<file path="src/rtl/clock_period_meter.sv">
// clock_period_meter: measures period and high time of a slow sig_in
// in clock_in cycles, with lock and stall status.
`timescale 1ns/1ps

module clock_period_meter #(
  parameter int CNT_WIDTH   = 32,
  parameter int TIMEOUT     = 100_000_000,
  parameter int SYNC_STAGES = 2
) (
  input  logic                 clock_in,
  input  logic                 reset,
  input  logic                 sig_in,
  output logic [CNT_WIDTH-1:0] period,
  output logic [CNT_WIDTH-1:0] high_time,
  output logic                 period_valid,
  output logic                 locked,
  output logic                 stalled
);

  typedef enum logic [1:0] {
    IDLE,
    ARMED,
    LOCKED
  } state_t;

  localparam int GW = $clog2(SYNC_STAGES + 2);
  localparam logic [GW-1:0] GUARD_END = GW'(SYNC_STAGES + 1);
  localparam logic [CNT_WIDTH-1:0] CNT_MAX = '1;
  localparam logic [CNT_WIDTH-1:0] TO_CNT = CNT_WIDTH'(TIMEOUT);

  state_t                 state;
  logic [SYNC_STAGES-1:0] sync_q;
  logic                   dly_q;
  logic [GW-1:0]          guard;
  logic [CNT_WIDTH-1:0]   cnt;
  logic [CNT_WIDTH-1:0]   hi_cap;

  logic sync;
  logic edge_en;
  logic rise_det;
  logic fall_det;
  logic timeout;

  assign sync     = sync_q[SYNC_STAGES-1];
  assign edge_en  = (guard == GUARD_END);
  assign rise_det = edge_en & sync & ~dly_q;
  assign fall_det = edge_en & ~sync & dly_q;
  assign timeout  = (cnt >= TO_CNT) & ~rise_det;

  // Synchronize sig_in and keep one delayed copy for edge detection.
  always_ff @(posedge clock_in or posedge reset) begin
    if (reset) begin
      sync_q <= '0;
      dly_q  <= 1'b0;
    end else begin
      sync_q <= {sync_q[SYNC_STAGES-2:0], sig_in};
      dly_q  <= sync;
    end
  end

  // Hold off edge detection until the synchronizer holds real samples.
  always_ff @(posedge clock_in or posedge reset) begin
    if (reset) begin
      guard <= '0;
    end else if (guard != GUARD_END) begin
      guard <= guard + 1'b1;
    end
  end

  // Cycles since the last rise; saturates instead of wrapping.
  always_ff @(posedge clock_in or posedge reset) begin
    if (reset) begin
      cnt <= '0;
    end else if (rise_det) begin
      cnt <= CNT_WIDTH'(1);
    end else if (cnt != CNT_MAX) begin
      cnt <= cnt + 1'b1;
    end
  end

  // Remember how long sig_in stayed high after the last rise.
  always_ff @(posedge clock_in or posedge reset) begin
    if (reset) begin
      hi_cap <= '0;
    end else if (fall_det) begin
      hi_cap <= cnt;
    end
  end

  // Lock/stall FSM with registered measurement outputs.
  always_ff @(posedge clock_in or posedge reset) begin
    if (reset) begin
      state        <= IDLE;
      period       <= '0;
      high_time    <= '0;
      period_valid <= 1'b0;
      locked       <= 1'b0;
      stalled      <= 1'b0;
    end else begin
      period_valid <= 1'b0;
      if (timeout) begin
        stalled <= 1'b1;
        locked  <= 1'b0;
        state   <= IDLE;
      end else begin
        unique case (state)
          IDLE: begin
            if (rise_det) begin
              stalled <= 1'b0;
              state   <= ARMED;
            end
          end
          ARMED: begin
            if (rise_det) begin
              period       <= cnt;
              high_time    <= hi_cap;
              period_valid <= 1'b1;
              locked       <= 1'b1;
              state        <= LOCKED;
            end
          end
          LOCKED: begin
            if (rise_det) begin
              period       <= cnt;
              high_time    <= hi_cap;
              period_valid <= 1'b1;
            end
          end
          default: state <= IDLE;
        endcase
      end
    end
  end

endmodule

</file>
<file path="config.mk">
export PLATFORM = sky130hd
export DESIGN_NAME = clock_period_meter
export DESIGN_NICKNAME = d
export VERILOG_FILES = /design/src/rtl/clock_period_meter.sv
export SDC_FILE = /design/constraint.sdc
export NUM_CORES = 1
export LEC_CHECK = 0
export ABC_AREA = 1
export CORE_MARGIN = 3
export CORE_UTILIZATION = 30
export DETAILED_ROUTE_END_ITERATION = 16
export PLACE_DENSITY = 0.48
export SKIP_CTS_REPAIR_TIMING = 1
export SLEW_MARGIN = 20
export SYNTH_ARGS = -nofsm -noshare
export SYNTH_HDL_FRONTEND = slang
export SYNTH_SLANG_ARGS = --single-unit
</file>
<file path="constraint.sdc">
create_clock -name clock_in -period 6.1 [get_ports clock_in]
set_input_delay 1.22 -clock clock_in [delete_from_list [all_inputs] [get_ports clock_in]]
set_output_delay 1.22 -clock clock_in [all_outputs]
set_load 0.01 [all_outputs]
</file>
---- Yosys cells after proc, flatten, opt, wreduce, memory -nomap -nowiden ----
Cells that the tools add are included.
storage, ports and cells
  flip-flop bits (word level) ............. 138
  input port bits ......................... 3
  output and inout bits ................... 67
  word-level logic and storage cells ...... 56
cells by class
  add/sub/neg operators ................... 2
  $lt $le $gt $ge ......................... 1
  equal/unequal tests ..................... 8
  mux-type cells .......................... 15
  bitwise logic cells ..................... 9
  reductions and logical operators ........ 10
operators with widths
  cell                                                                      count
  32-bit two-way mux                                                        2
  32-bit by 1-bit adder with 32-bit output (second input constant)          1
  32-bit by 27-bit >= comparator with 1-bit output (second input constant)  1
  32-bit != test (second input constant)                                    1
  1-bit two-way mux                                                         9
  2-bit nonzero test                                                        4
  2-bit two-way mux                                                         3
  3-bit != test (second input constant)                                     2
  2-bit case mux with 3 select lines                                        1
  3-bit AND reduction                                                       2
  1-bit AND                                                                 5
  2-bit == test (second input constant)                                     2
  2-bit != test (second input constant)                                     2
  1-bit inverter                                                            4
  2-bit AND reduction                                                       2
  2-bit by 1-bit adder with 2-bit output (second input constant)            1
  2-bit by 1-bit == test with 1-bit output (second input constant)          1
  2-bit logical NOT                                                         1
  2-bit OR reduction                                                        1

---- Logic depth before layout (Yosys ltp) ----
Gate-level depths: netlist (run 1).
  depth in word-level cells ............... 7
  depth in mapped cells ................... 10
  gate-level depth less buffers ........... 10

---- Worst setup path before layout (run 1) ----
Ideal clock, no wire load.
  path kind ............................... register -> output
  start ................................... reg high_time[0]
  end ..................................... out high_time[0]
  arrival time ............................ 0.385 ns
  required time ........................... 4.880 ns
  slack ................................... 4.495 ns
  cell stages (with the launch flop) ...... 1
  buffers on the path ..................... 0
  cells stage by stage .................... dfrtp_1
RTL lines
  what                    RTL line  source
  start, declared         14        output logic [CNT_WIDTH-1:0] high_time,
  start signal, assigned  116       high_time <= hi_cap;
  start signal, assigned  125       high_time <= hi_cap;
No word-level cell between the ends.

---- Worst setup path in the final report (run 1) ----
  start ................................... reg guard[0]
  end ..................................... reg high_time[29]
between the ends
  word-level cells in the longest chain between the ends .. 7
ends and longest elaborated chain
  what                                    RTL line  source
  start, declared                         34        logic [GW-1:0] guard;
  start signal, assigned                  66        guard <= guard + 1'b1;
  2-bit == test *                         45        assign edge_en = (guard == GUARD_END);
  1-bit AND * (2 in series)               46        assign rise_det = edge_en & sync & ~dly_q;
  1-bit inverter                          48        assign timeout = (cnt >= TO_CNT) & ~rise_det;
  1-bit AND                               48
  1-bit inverter (no source line)         n/a
  3-bit AND reduction (no source line) *  n/a
Mark *: on every way between the ends. The rest lies on a longest branch, timed or not.
A chain may end at the register's enable or synchronous reset.

==> results of run 1 <==
-- cell families (layout without fill, tap and decap cells) --
family	count (synthesis)	after routing	synth area share
buffers and inverters	77	155	0.0528
AND/OR/NAND/NOR	419	419	0.286
XOR/XNOR	1	1	0.00145
adder cells (fa/ha/maj)	7	7	0.0145
AO/OA/AOI/OAI	85	85	0.0734
flip-flops	138	138	0.572
-- power by group --
group	switching (uW)	total [uW]	internal, uW
clock	410	1030	618
sequential	45.0	1020	977
combinational	194	304	110
-- per-layer routing --
layer | part of all wire | global-route usage | up-vias
li1 | - | - | 2441
met1 | 0.50 | 0.220 | 2355
met2 | 0.44 | 0.228 | 118
met3 | 0.044 | 0.0371 | 21
met4 | 0.017 | 0.0471 | 0
met5 | 0 | 0 | -
-- path summary, 6_finish.rpt --
path | startpoint | end | slack [ps] | depth (start not counted)
worst min-delay path | sync_q[0] | sync_q[1] | 350 | 0
worst max register to register | guard[0] | high_time[29] | 2840 | 9
worst max-delay path | guard[0] | high_time[29] | 2840 | 9
min in group asynchronous | reset | period[1] | 1350 | 2
worst min register to register | sync_q[0] | sync_q[1] | 350 | 0
max in group asynchronous | reset | state[0] | 3600 | 3
-- per-stage QoR --
stage / worst slack (ps) / cell area (sq um)
after detailed placement: 2770 / 6960
final: 2840 / 7550
after global placement: 2860 / 6960
after global routing: 2500 / 7550
after floorplan: 1180 / 6040
after CTS: 2770 / 7550
-- critical path, delay by kind of cell (launching register included) --
kind / cells / cell delay, ps
flops: 1 / 390
simple gates: 5 / 1540
fa+ha+maj: 1 / 250
buf+inv: 3 / 910
-- area by class of cell --
type	count	area share
Timing Repair Buffer	71	0.0935
Clock buffer	20	0.0592
Inverter	52	0.0267
Clock inverter	12	0.0189
Multi-Input combinational cell	512	0.300
Tap cell	265	0.0439
Sequential cell	138	0.458
-- sequential cells by signal (all words and copies together), names as in the netlist --
register	flops
locked	1
hi_cap	32
guard	2
state	2
high_time	32
dly_q	1
cnt	32
sync_q	2
period	32
stalled	1
period_valid	1
-- synth_stat cells (2+ instances only) --
cell	n	area share
a21oi_1	3	0.0025
buf_1	2	0.0012
buf_2	11	0.0091
buf_6	2	0.0037
clkbuf_1	10	0.0062
dfrtp_1	138	0.57
ha_1	7	0.015
inv_1	48	0.030
inv_2	3	0.0019
nand2_1	297	0.18
nand2_2	2	0.0021
nand2_4	2	0.0037
nand3_1	41	0.034
nand4_1	5	0.0052
nor2_1	55	0.034
nor2_2	2	0.0021
nor3_1	9	0.0075
o21ai_0	65	0.054
o21ai_1	10	0.0083
o31ai_1	6	0.0075
==> flow_summary_export.csv, run 1 <==
group,metric,value,unit
logic_synthesis,yosys_warnings,0,
clock_tree,clock_sinks,138,
clock_tree,clock_path_buffers,2,
layout,drive_gt1_frac,0.0584,
layout,antenna_cells,0,
sta,finalClockSkew,9.50,ps
worst_setup_path,arrival,3570,ps
global_routing,grt_pass1_vias,4801,
floorplan,core.rowCount,51,
worst_setup_path,cp_slowest_cell,"nand2_4",
worst_setup_path,worst_path_largest_cell_delay,760,ps
detailed_routing,antenna_left,0,
sta,layout_min_cycle_time,3260,ps
floorplan,dieArea,0.0219,sq mm
worst_setup_path,start_kind,"flop",
sta,drv_slew,0,
floorplan,ios,70,
sta,max_slew.worst_pin.slew,952,ps
power,power.leakage,0.00358,uW
floorplan,die_x,148,um
sta,hold_ws,352,ps
worst_setup_path,path_cells,"ha_1 > inv_2 > nor2_1 > nand2_2 > clkinv_2 > nand2_4 > inv_2 > nand2_1 > nand2_1",
layout,final_net_count,802,
floorplan,core_area,0.0196,sq mm
layout,mostFrequentLayoutCells,"nand2_1, dfrtp_1, clkdlybuf4s50_1, o21ai_0, nor2_1",
power,peakVddDrop,0.174,mV
status,outcome,"complete, no violations",
layout,regArea,0.00345,sq mm
job,maxCapViolations,0,
logic_synthesis,yosysSeqAreaShare,0.572,
placement,port_buffers,69,
detailed_routing,dr.first_iter.drc_count,332,
sta,rsz0062_at_grt,"false",
layout,final_common_cell,"nand2_1",
placement,dp.cells,1038,
placement,dpl.hpwl,11.1,mm
clock_tree,cts_buffers,17,
sta,timing.setup.tns,0,ps
logic_synthesis,syn_nets,737,
global_routing,antenna_found_initial,0,
floorplan,start_util,0.308,
sta,fmax,307,MHz
global_routing,grt_overflow,0,
sta,setup_viol,0,
power,power.total,2350,uW
logic_synthesis,syn_inst,727,
sta,slew_headroom,0.365,
floorplan,fp.dieH,148,um
worst_setup_path,end_kind,"flop",
logic_synthesis,syn_area,0.00604,sq mm
detailed_routing,wirelength,15.9,mm
detailed_routing,viasPerCell,4.61,
placement,gp_congestion,0.878,
detailed_routing,drt_pass1_iterations,5,
layout,final_cells,1070,
logic_synthesis,synth_edf_count,0,
detailed_routing,wire_per_inst,14.8,um
layout,area_delta_synth_final,25.0,%
global_routing,grt_start_max_net_pins,104,
detailed_routing,drcViolationCount,0,
global_routing,grt_usage,0.153,
logic_synthesis,synth_top_flop_cell,"dfrtp_1",
clock_tree,cts_root_buf,"clkbuf_16",
sta,report.final.hold_viol_count,0,
logic_synthesis,synth.avg_cell_area,8.30,sq um
detailed_routing,vias,4935,
clock_tree,cts_tree,"yes",
clock_tree,clk_latency,420,ps
global_routing,grt_pass1_wl,26.4,mm
logic_synthesis,synth-async-reset-ratio,1.00,
logic_synthesis,synth_cell_type_count,29,
worst_setup_path,crit_fanout,97,
layout,fin_util,0.385,
hold_path,hp-class,"reg -> reg",
clock_tree,clk_pin_slew,60,ps
logic_synthesis,ys_ff_latch,138,
clock_tree,htree_num_levels,4,
layout,fillCellCount,2037,
worst_setup_path,critPathKind,"reg -> reg",
worst_setup_path,critPathRequiredTime,6410,ps
layout,multiInputGateArea,0.00226,sq mm
power,cellPowerDensity,312,mW/mm^2
sta,min_period_over_period,0.534,
(Power assumes the default switching activity.)
==> run 2, diff against run 1 <==
==> constraint.sdc (replaced) <==
create_clock -name clock_in -period 3.3 [get_ports clock_in]
set_input_delay 0.66 -clock clock_in [delete_from_list [all_inputs] [get_ports clock_in]]
set_output_delay 0.66 -clock clock_in [all_outputs]
set_load 0.01 [all_outputs]
==> flow_summary_export.csv, run 2 (synthesis gave the netlist of run 1 again) <==
group,metric,value,unit
floorplan,core_area,0.0196,sq mm
worst_setup_path,end_kind,"flop",
floorplan,ios,70,
clock_tree,clock_path_buffers,2,
placement,port_buffers,69,
floorplan,fp.dieH,148,um
layout,mostFrequentLayoutCells,"nand2_1, dfrtp_1, clkdlybuf4s50_1, o21ai_0, nor2_1",
layout,final_common_cell,"nand2_1",
sta,max_slew.worst_pin.slew,759,ps
detailed_routing,wl_met3,827,um
floorplan,core.rowCount,51,
power,power.leakage,0.00360,uW
sta,finalWorstSetupSlack,964,ps
global_routing,grt_overflow,0,
clock_tree,htree_num_levels,4,
worst_setup_path,crit_fanout,35,
layout,final_cells,1076,
detailed_routing,vias,4947,
placement,gp_congestion,0.895,
placement,pre_cts_ws,951,ps
worst_setup_path,start_kind,"flop",
sta,report.final.hold_viol_count,0,
layout,final_net_count,808,
detailed_routing,wl_met2,7.09,mm
global_routing,grt_pass1_vias,4841,
detailed_routing,drcViolationCount,0,
sta,timing.setup.tns,0,ps
power,cellPowerDensity,570,mW/mm^2
floorplan,start_util,0.308,
sta,fmax,428,MHz
status,outcome,"complete, no violations",
clock_tree,clock_sinks,138,
sta,layout_min_cycle_time,2340,ps
clock_tree,cts_root_buf,"clkbuf_16",
sta,drv_slew,0,
detailed_routing,wire_per_inst,15.0,um
clock_tree,clk_latency,430,ps
layout,area_delta_synth_final,25.9,%
sta,slew_headroom,0.493,
global_routing,grt_pass1_wl,26.6,mm
detailed_routing,viasPerCell,4.60,
detailed_routing,dr.first_iter.drc_count,371,
clock_tree,cts_buffers,17,
floorplan,die_x,148,um
detailed_routing,drt_pass1_iterations,5,
floorplan,dieArea,0.0219,sq mm
sta,rsz0062_at_grt,"false",
worst_setup_path,critPathKind,"reg -> reg",
layout,fillCellCount,2025,
layout,drive_gt1_frac,0.0654,
detailed_routing,wirelength,16.1,mm
worst_setup_path,arrival,2690,ps
power,peakVddDrop,0.356,mV
detailed_routing,wl_met1,7.97,mm
worst_setup_path,critPathRequiredTime,3660,ps
detailed_routing,top_layer,"met4",
hold_path,hp-class,"reg -> reg",
sta,min_period_over_period,0.708,
placement,dp.cells,1044,
global_routing,grt_start_max_net_pins,65,
sta,finalClockSkew,14.8,ps
layout,antenna_cells,0,
sta,setup_viol,0,
clock_tree,clk_pin_slew,60,ps
global_routing,grt_usage,0.154,
global_routing,antenna_found_initial,0,
detailed_routing,antenna_left,0,
job,maxCapViolations,0,
sta,hold_ws,349,ps
placement,dpl.hpwl,11.7,mm
clock_tree,cts_tree,"yes",
-- run 2: per-stage QoR --
step                      utilization  power (uW)  area [sq um]
after floorplan                     -        2260          6040
after global placement          0.359        2500          7030
after detailed placement        0.359        2510          7030
after CTS                       0.388        4410          7600
after global routing            0.388        4540          7600
final                           0.388        4340          7600
-- run 2: path summary, 6_finish.rpt --
check | start | endpoint | slack [ps] | depth (start not counted)
min in group asynchronous | reset | cnt[1] | 720 | 2
hold reg to reg | sync_q[0] | sync_q[1] | 350 | 0
hold / removal | sync_q[0] | sync_q[1] | 350 | 0
setup reg to reg | guard[0] | high_time[25] | 960 | 9
setup / recovery | guard[0] | high_time[25] | 960 | 9
max in group asynchronous | reset | hi_cap[23] | 1850 | 3
-- run 2: cell type report --
type,instances,area [sq um],share of cell area
clock buffers,19,433,0.0569
multi-input cells,512,2260,0.298
clock inverters,13,144,0.0189
well taps,265,332,0.0436
inverters,52,200,0.0263
repair buffers,77,776,0.102
flip-flops and latches,138,3450,0.454
-- run 2: metal layers --
| layer | vias up | global-route usage |
|---|---|---|
| met5 | - | 0 |
| met4 | 0 | 0.0430 |
| met3 | 15 | 0.0371 |
| met2 | 122 | 0.233 |
| met1 | 2360 | 0.223 |
| li1 | 2450 | - |
-- run 2: critical path, stage by stage, from the launching register on --
cell and delay, ps:
dfrtp_1 390, ha_1 250, inv_2 80, nor2_1 50, nand2_2 310, clkinv_2 260, nand2_4 330, buf_4 390
nand2_1 110, nand2_1 80
-- run 2: power breakdown --
part | leakage (uW) | switching, uW | internal (uW)
clock network | 0.000270 | 749 | 1120
logic | 0.00144 | 359 | 216
registers | 0.00188 | 88.0 | 1810
total | 0.00360 | 1200 | 3140
==> run 3, diff against run 2 <==
--- a/config.mk
+++ b/config.mk
@@ -9,7 +9,7 @@
 export CORE_MARGIN = 3
 export CORE_UTILIZATION = 30
 export DETAILED_ROUTE_END_ITERATION = 16
-export PLACE_DENSITY = 0.48
+export PLACE_DENSITY = 0.5
 export SKIP_CTS_REPAIR_TIMING = 1
 export SLEW_MARGIN = 20
 export SYNTH_ARGS = -nofsm -noshare
==> constraint.sdc (replaced) <==
create_clock -name clock_in -period 2.1 [get_ports clock_in]
set_input_delay 0.42 -clock clock_in [delete_from_list [all_inputs] [get_ports clock_in]]
set_output_delay 0.42 -clock clock_in [all_outputs]
set_load 0.01 [all_outputs]
==> flow_summary_export.csv, run 3 (synthesis gave the netlist of run 1 again) <==
group,metric,value,unit
status,outcome,"complete, no violations",
layout,mostFrequentLayoutCells,"nand2_1, dfrtp_1, clkdlybuf4s50_1, o21ai_0, nor2_1",
clock_tree,clk_pin_slew,60,ps
placement,port_buffers,69,
detailed_routing,vias,4831,
global_routing,grt_usage,0.153,
power,power.leakage,0.00370,uW
hold_path,min_to,"sync_q[1]",
clock_tree,cts_root_buf,"clkbuf_16",
power,cellPowerDensity,928,mW/mm^2
placement,dp.cells,1051,
clock_tree,htree_num_levels,4,
global_routing,grt_start_max_net_pins,65,
floorplan,ios,70,
power,internal_power,5390,uW
sta,max_slew.worst_pin.slew,604,ps
hold_path,min_from,"sync_q[0]",
global_routing,grt_pass1_wl,26.1,mm
worst_setup_path,critPathRequiredTime,2420,ps
power,pwr-share-comb,0.129,
detailed_routing,wirelength,15.9,mm
worst_setup_path,r2r.worst_path.cells,8,
floorplan,core.rowCount,51,
sta,min_period_over_period,0.924,
detailed_routing,dr.first_iter.drc_count,286,
global_routing,grt_overflow,0,
floorplan,start_util,0.308,
worst_setup_path,start_kind,"flop",
detailed_routing,drt_pass1_iterations,5,
detailed_routing,viasPerCell,4.47,
layout,final_net_count,815,
sta,fmax,515,MHz
worst_setup_path,reg2reg_slack,160,ps
clock_tree,cts_tree,"yes",
layout,area_delta_synth_final,29.0,%
power,peakVddDrop,0.567,mV
sta,report.final.hold_viol_count,0,
floorplan,die_x,148,um
sta,rsz0062_at_grt,"false",
sta,layout_min_cycle_time,1940,ps
detailed_routing,drcViolationCount,0,
power,power.total,7230,uW
global_routing,grt_pass1_vias,4672,
power,swShare,0.254,
worst_setup_path,reg2reg_from,"cnt[0]",
sta,drv_slew,0,
sta,hold_ws,348,ps
global_routing,antenna_found_initial,0,
worst_setup_path,end_kind,"flop",
floorplan,dieArea,0.0219,sq mm
placement,gp_congestion,0.881,
worst_setup_path,critPathKind,"reg -> reg",
worst_setup_path,arrival,2260,ps
layout,final_common_cell,"nand2_1",
power,p_sw,1830,uW
detailed_routing,wire_per_inst,14.7,um
layout,drive_gt1_frac,0.0735,
clock_tree,clk_latency,410,ps
clock_tree,clock_path_buffers,2,
clock_tree,clock_sinks,138,
power,power_frac_clock,0.461,
worst_setup_path,reg2reg_to,"cnt[7]",
placement,placed_area,0.00713,sq mm
hold_path,whs_path_depth,0,
layout,antenna_cells,0,
power,power_frac_seq,0.410,
layout,stdcell_area,0.00779,sq mm
sta,slew_headroom,0.597,
layout,final_cells,1081,
placement,dpl.hpwl,11.4,mm
sta,finalClockSkew,7.26,ps
job,maxCapViolations,0,
detailed_routing,antenna_left,0,
floorplan,fp.dieH,148,um
clock_tree,cts_buffers,17,
hold_path,hp-class,"reg -> reg",
sta,setup_viol,0,
worst_setup_path,crit_fanout,26,
floorplan,core_area,0.0196,sq mm
## run 3: cell types whose count changed in the layout (fill, tap and decap cells not counted), sizes merged
cell / delta
clkbuf: +1
inv: -1
clkinv: -2
buf: +7
clkinvlp: -3
bufinv: +3
## run 3: layout make-up
| type | count | area [sq um] |
|---|---|---|
| multi-input combinational | 512 | 2260 |
| fill | 2037 | 11800 |
| inverter | 52 | 200 |
| tap | 265 | 332 |
| sequential | 138 | 3450 |
| clock buffer | 20 | 467 |
| clock inverter | 10 | 189 |
| timing repair buffer | 84 | 882 |
## run 3: worst max-delay path, stage by stage, from the launching register on
cell,delay [ps]
dfrtp_1,430
ha_1,310
nand2_2,140
nor2_8,170
nand2_4,90
nor2_4,160
nand4_4,150
buf_4,270
o31ai_1,110
## run 3: worst max path at each step
stage	from	endpoint	cells after the start
after CTS	cnt[0]	cnt[2]	8
after detailed placement	cnt[0]	cnt[6]	8
after floorplan	reset	cnt[0]	1
after global routing	guard[0]	high_time[19]	9
final	cnt[0]	cnt[7]	8
after global placement	cnt[0]	cnt[2]	8
## run 3: routing by layer
| metal | track usage | wire length [um] |
|---|---|---|
| met1 | 0.224 | 7930 |
| met2 | 0.228 | 7100 |
| met3 | 0.0346 | 691 |
| met4 | 0.0406 | 136 |
| met5 | 0 | 0 |
## run 3: power groups by stage
stage / Sequential, uW / Clock [uW] / Combinational [uW]
after floorplan: 3030 / 0 / 511
after global placement: 3010 / 0 / 946
after detailed placement: 3010 / 0 / 950
after CTS: 2960 / 3390 / 955
after global routing: 2980 / 3510 / 1050
final: 2960 / 3330 / 935
## run 3: metrics by stage
step                      worst slack, ps  utilization  TNS (ps)
after floorplan                     -41.1            -     -5670
after global placement                148        0.364         0
after detailed placement              163        0.364         0
after CTS                             141        0.397         0
after global routing                 11.8        0.398         0
final                                 159        0.398         0
